--- config.mk ---
export PLATFORM = sky130hd
export DESIGN_NAME = riscv_hazard_ctrl
export DESIGN_NICKNAME = d
export VERILOG_FILES = /design/src/rtl/riscv_hazard_ctrl.sv
export SDC_FILE = /design/constraint.sdc
export NUM_CORES = 1
export LEC_CHECK = 0
export ABC_CLOCK_PERIOD_IN_PS = 1800
export CAP_MARGIN = 20
export CORE_ASPECT_RATIO = 1.5
export CORE_MARGIN = 8
export CORE_UTILIZATION = 47
export CTS_CLUSTER_DIAMETER = 80
export DETAILED_ROUTE_END_ITERATION = 10
export MAX_ROUTING_LAYER = met4
export PLACE_DENSITY_LB_ADDON = 0.15
export SETUP_SLACK_MARGIN = 0.4
export SYNTH_ARGS = -nofsm -noshare
export SYNTH_HDL_FRONTEND = slang
export SYNTH_SLANG_ARGS = --single-unit
--- constraint.sdc ---
create_clock -name clk_i -period 1.8 [get_ports clk_i]
set_clock_uncertainty 0.2 [all_clocks]
set_input_delay 0.18 -clock clk_i [delete_from_list [all_inputs] [get_ports clk_i]]
set_output_delay 0.18 -clock clk_i [all_outputs]
set_load 0.01 [all_outputs]
--- src/rtl/riscv_hazard_ctrl.sv ---
// Hazard and forwarding controller for the 5-stage RISC-V pipeline: load-use stall,
// multi-cycle load hold, branch-redirect flush and EX operand forward selects.
module riscv_hazard_ctrl #(
   parameter int REG_AW   = 5,
   parameter int LOAD_LAT = 1
) (
   input  logic              clk_i,
   input  logic              reset_i,
   input  logic              id_valid_i,
   input  logic [REG_AW-1:0] id_rs1_i,
   input  logic [REG_AW-1:0] id_rs2_i,
   input  logic              id_rs1_used_i,
   input  logic              id_rs2_used_i,
   input  logic [REG_AW-1:0] id_rd_i,
   input  logic              id_regwrite_i,
   input  logic              id_memread_i,
   input  logic              ex_redirect_i,
   output logic              stall_front_o,
   output logic              bubble_ex_o,
   output logic              stall_ex_o,
   output logic              flush_if_id_o,
   output logic              flush_id_ex_o,
   output logic [1:0]        forward_a_o,
   output logic [1:0]        forward_b_o
);

   localparam int CNT_W = 4;

   typedef struct packed {
      logic              valid;
      logic [REG_AW-1:0] rd;
      logic [REG_AW-1:0] rs1;
      logic [REG_AW-1:0] rs2;
      logic              regwrite;
      logic              memread;
   } ex_entry_t;

   // Source-register fields are only consulted in EX, so later stages drop them.
   typedef struct packed {
      logic              valid;
      logic [REG_AW-1:0] rd;
      logic              regwrite;
      logic              memread;
   } mem_entry_t;

   typedef struct packed {
      logic              valid;
      logic [REG_AW-1:0] rd;
      logic              regwrite;
   } wb_entry_t;

   ex_entry_t        ex_q, ex_d;
   mem_entry_t       mem_q, mem_d;
   wb_entry_t        wb_q, wb_d;
   logic [CNT_W-1:0] cnt_q, cnt_d;

   logic hold, rs1_hit, rs2_hit, load_use, flush, bubble;

   function automatic logic writes_reg(input logic v, input logic rw,
                                       input logic [REG_AW-1:0] rd,
                                       input logic [REG_AW-1:0] r);
      return v && rw && (rd == r) && (rd != '0);
   endfunction

   function automatic logic [1:0] fwd_sel(input logic [REG_AW-1:0] r,
                                          input mem_entry_t m,
                                          input wb_entry_t w);
      if (writes_reg(m.valid, m.regwrite, m.rd, r) && !m.memread) return 2'b10;
      if (writes_reg(w.valid, w.regwrite, w.rd, r)) return 2'b01;
      return 2'b00;
   endfunction

   always_comb begin
      hold     = (cnt_q != '0);
      rs1_hit  = id_rs1_used_i && (id_rs1_i == ex_q.rd) && (ex_q.rd != '0);
      rs2_hit  = id_rs2_used_i && (id_rs2_i == ex_q.rd) && (ex_q.rd != '0);
      load_use = ex_q.valid && ex_q.memread && (rs1_hit || rs2_hit);
      flush    = ex_redirect_i && ex_q.valid && !hold;
      bubble   = !hold && load_use && id_valid_i && !ex_redirect_i;

      stall_front_o = hold || (load_use && id_valid_i && !ex_redirect_i);
      bubble_ex_o   = bubble;
      stall_ex_o    = hold;
      flush_if_id_o = flush;
      flush_id_ex_o = flush;
      forward_a_o   = fwd_sel(ex_q.rs1, mem_q, wb_q);
      forward_b_o   = fwd_sel(ex_q.rs2, mem_q, wb_q);

      ex_d  = ex_q;
      mem_d = mem_q;
      wb_d  = wb_q;
      cnt_d = cnt_q;
      if (hold) begin
         wb_d  = '0;
         cnt_d = cnt_q - CNT_W'(1);
      end else begin
         wb_d.valid     = mem_q.valid;
         wb_d.rd        = mem_q.rd;
         wb_d.regwrite  = mem_q.regwrite;
         mem_d.valid    = ex_q.valid;
         mem_d.rd       = ex_q.rd;
         mem_d.regwrite = ex_q.regwrite;
         mem_d.memread  = ex_q.memread;
         cnt_d = (ex_q.valid && ex_q.memread) ? CNT_W'(LOAD_LAT - 1) : '0;
         if (flush || bubble || !id_valid_i) begin
            ex_d = '0;
         end else begin
            ex_d.valid    = 1'b1;
            ex_d.rd       = id_rd_i;
            ex_d.rs1      = id_rs1_i;
            ex_d.rs2      = id_rs2_i;
            ex_d.regwrite = id_regwrite_i;
            ex_d.memread  = id_memread_i;
         end
      end
   end

   always_ff @(posedge clk_i) begin
      if (reset_i) begin
         ex_q  <= '0;
         mem_q <= '0;
         wb_q  <= '0;
         cnt_q <= '0;
      end else begin
         ex_q  <= ex_d;
         mem_q <= mem_d;
         wb_q  <= wb_d;
         cnt_q <= cnt_d;
      end
   end

endmodule

==> results.cfg, run 1 <==
[outcome]
status = did not finish
haltStage = global routing
toolErrorMsg = [ERROR DPL-0033] detailed placement checks failed during check placement.

[synthesis]
synth.distinct_cells = 34
syn_avg_cell_area_um2 = 8.92
ys_ff_latch = 37
synth_cells = 206
synth_compound_area_share_pct = 18.4
yosys_warnings = 0
synth_xor_area_share_pct = 15.3
synth_nets = 231
synth.mux.area_fraction_pct = 0
yosys.area_share.simple_pct = 19.8
synth_top_family_by_area = simple AND/OR/NAND/NOR gates
syn_area_um2 = 1840
seq_area_frac_synth_pct = 40.3
yosys.area_share.adder_pct = 1.36

[timing]
grt_repair_worst_endpoint = forward_a_o[0]
worst_endpoint_kind = output port

[floorplan]
die_height_um = 92.6
dieWidth_um = 67.0
initial_utilization_pct = 47.7
rows = 28
num_io_pins = 32

[placement]
place.gp.congestion = 0.805
dp_hpwl_mm = 4.31
place_area_um2 = 2700
portBuffers = 31

[clocking]
cts_hold_buf = 0
cts_buffer_depth = 2
htreeDepth = 2
cts-root-buf = clkbuf_8
clock_sinks = 37
numCtsBuffers = 5

[global_routing]
antenna_found_initial = 0
grt_max_degree = 13
-- cells in the mapped netlist --
cell type   n  area share, %
nor3_1      2           0.54
and4b_1     1           0.54
o211ai_1    1           0.41
a22o_1      1           0.48
nand3_1     2           0.54
nand2_1    36            7.4
inv_1       4           0.82
o21ai_1     2           0.54
nor4_2      2            1.4
nand4_1     2           0.68
ha_1        2            1.4
clkbuf_1    5            1.0
buf_2       2           0.54
xnor2_1    18            8.6
o22ai_1     1           0.34
o21ai_0    17            4.6
or2_2       1           0.34
or4_1       5            2.0
nor2_1      6            1.2
nor3b_1     1           0.41
xor2_1     14            6.7
nor4_1      2           0.68
a21oi_1     8            2.2
buf_4       3            1.2
a21o_1      1           0.41
o22a_1      1           0.48
a32oi_1    17            8.1
and3_1      1           0.34
dfxtp_1    37             40
nor4b_4     1            1.3
and2_2      1           0.41
o2111ai_2   1           0.82
buf_6       2            1.2
and2_1      6            2.0
-- kinds of logic after synthesis --
family | after synthesis
xor+xnor | 32
buf+inv | 16
fa+ha+maj | 2
flops | 37
simple gates | 69
compound gates | 50
-- stage by stage --
step	std cells	util (%)	hold WS (ns)	setup slack [ns]
floorplan	206	-	0.105	0.0393
global placement	328	69.9	0.261	-0.568
detailed placement	328	69.9	0.272	-0.655
CTS	357	84.6	0.251	-0.420
-- what timing repair did --
action,4_1_cts
buffers inserted,15
endpoints found under the setup margin,40
cloned,6
pin swaps,20
endpoints found under the hold margin,0
resized for setup,77
==> run 2: changes to the inputs <==
- ABC_CLOCK_PERIOD_IN_PS: 1800 -> 2350
- CORE_ASPECT_RATIO: 1.5 -> not set
- CORE_UTILIZATION: 47 -> 40
- CTS_CLUSTER_DIAMETER: 80 -> not set
- MAX_ROUTING_LAYER: met4 -> not set
- SETUP_SLACK_MARGIN: 0.4 -> not set
- clock period: 1.8 -> 2.35 ns (I/O delays scaled with it)
==> run 2 against run 1 <==
  * The run now ends clean
  * Synthesized cell count did not move
  * Area after synthesis did not move
==> results.cfg, run 2 <==
[synthesis]
ys_ff_latch = 37
synth_nets = 231
synth.distinct_cells = 34
yosys_warnings = 0
yosysTopAreaCell = dfxtp_1
synth_top_family_by_area = simple AND/OR/NAND/NOR gates
synthArstFlopShare_pct = 0
seq_area_frac_synth_pct = 40.3
synth_cells = 206
ys_top_cells_by_count = dfxtp_1 (37), nand2_1 (36), xnor2_1 (18), a32oi_1 (17), o21ai_0 (17)
yosys.area_share.adder_pct = 1.36
yosys.area_share.simple_pct = 19.8
synth_xor_area_share_pct = 15.3
synth_top_cell_area_share_pct = 40.3
syn_avg_cell_area_um2 = 8.92
ys.flop_type = dfxtp_1
syn_area_um2 = 1840
synth_compound_area_share_pct = 18.4
yosys-top-cells-area = dfxtp_1 (40%), xnor2_1 (8.6%), a32oi_1 (8.1%)
synth_edf_count = 0
synth.mux.area_fraction_pct = 0
yosysMostFrequentCell = dfxtp_1

[timing]
fmaxAchievable_mhz = 435
hold_violations = 0
min_period_ns = 2.30
relSlewSlack_pct = 51.1
rsz0062_at_grt = true
worst_slack_ns = 0.0486
period_share_pct = 97.9
drv_slew = 0
max_slew.worst_pin.slew_ns = 0.731
setup-violations-final = 0

[clocking]
cts_buffer_depth = 2
cts_tree = built
clock_sinks = 37
clk_pin_slew_ns = 0.07
clock_latency_ns = 0.29
htreeDepth = 2
cts-root-buf = clkbuf_8
numCtsBuffers = 5
cts_hold_buf = 0

[final_layout]
drive_gt1_share_pct = 22.1
antennaDiodeCount = 0
final_cell_mix = nand2_1 (36), dfxtp_1 (31), buf_4 (28), clkdlybuf4s50_1 (22), xnor2_1 (18)
largest_reg_flops = 18
area_growth_pct = 38.0
nNetsFinal = 288
fill_cells = 400
layout_commonest_cell = nand2_1
largestRegisters = ex_q: 18 flops, mem_q: 8 flops, wb_q: 7 flops
regMostFlops = ex_q
final_cells = 315

[power]
p_per_area_nw_per_um2 = 1120
leakage_nw = 1.03
vdd_drop_max_mv = 0.566

[setup_path]
cp_max_fo = 2
end_kind = primary output
crit_type = register to primary output
required_ns = 1.91
cp-start-kind = register
critPathArrivalTime_ns = 1.87

[job]
cap_violations = 0

[detailed_routing]
antenna_left = 0
drt_iter0_drc = 95
wl_mm = 4.72
first_pass_iters = 4
wl_per_cell_um = 15.0
vias = 1654
drcViolationCount = 0
via_per_inst = 5.25

[min_path]
hp-class = register to register

[global_routing]
first_global_vias = 1643
grt_max_degree = 37
grt_use_met2_pct = 21.3
grt_overflow = 0
use_met1_pct = 16.3
use_met3_pct = 5.08
grt.busiest_layer = met2
grt_pass1_wl_mm = 7.86
grt_usage_pct = 13.5
antenna_found_initial = 0

[floorplan]
design.core.area_um2 = 4380
dieWidth_um = 83.8
dieArea_um2 = 7020
initial_utilization_pct = 41.9
rows = 24
num_io_pins = 32
die_height_um = 83.8

[placement]
dp_hpwl_mm = 3.48
place.gp.congestion = 0.799
pre_cts_slack_ns = -0.130
dp_cells = 307
portBuffers = 31

[outcome]
status = complete, no violations
run 2: cell counts after synthesis:
Identical to the previous run, type by type.
run 2: cell families after synthesis:
group           after synthesis
fa+ha+maj                     2
xor+xnor                     32
compound gates               50
simple gates                 69
flops                        37
buf+inv                      16
run 2: timing repair:
action                                  in CTS  in global routing
pin swaps                                    3                  6
setup buffers                                0                  1
endpoints found under the setup margin       9                  5
resized for setup                           26                  8
run 2: worst paths after layout:
check                 from        endpoint  slack (ns)  cells past startpoint
setup / recovery  mem_q[6]  forward_b_o[1]        0.05                      5
hold / removal    cnt_q[0]        cnt_q[0]        0.23                      1
setup reg to reg  cnt_q[0]         ex_q[7]        0.20                      8
hold reg to reg   cnt_q[0]        cnt_q[0]        0.23                      1
run 2: layer usage:
layer	part of all wire [%]	routed length, um
met1	46	2190
met2	47	2230
met3	5.1	241
met4	1.3	60
met5	0	0
run 2: power breakdown:
part           switching (mW)  internal (mW)
clock                   0.214          0.232
sequential              0.240          0.828
combinational           0.651          0.679
total                    1.11           1.74
run 2: worst max-delay path, cell delays in order, from the launching register on:
cell	delay (ns)
dfxtp_1	0.31
or4_4	0.54
o2111ai_4	0.25
buf_6	0.14
nor4_4	0.03
dlygate4sd2_1	0.29
run 2: final cells by class:
class,instances,area [um^2],share of cell area [%]
multi-input cells,153,1070,42.3
repair buffers,62,549,21.7
inverters,4,15.0,0.592
flip-flops and latches,37,748,29.5
clock buffers,7,86.3,3.41
well taps,52,65.1,2.57
run 2: through the flow:
stage	total power [mW]	util [%]	TNS [ns]	instance area, um^2	hold slack (ns)
2_1_floorplan	1.81	-	0	1840	0.168
3_3_place_gp	2.29	54.0	-0.467	2370	0.227
3_5_place_dp	2.32	54.3	-0.481	2380	0.230
4_1_cts	2.83	56.9	-0.0785	2500	0.238
5_1_grt	3.06	57.8	-0.0524	2530	0.256
6_report	2.84	57.8	0	2530	0.234
(Power assumes the default switching activity.)
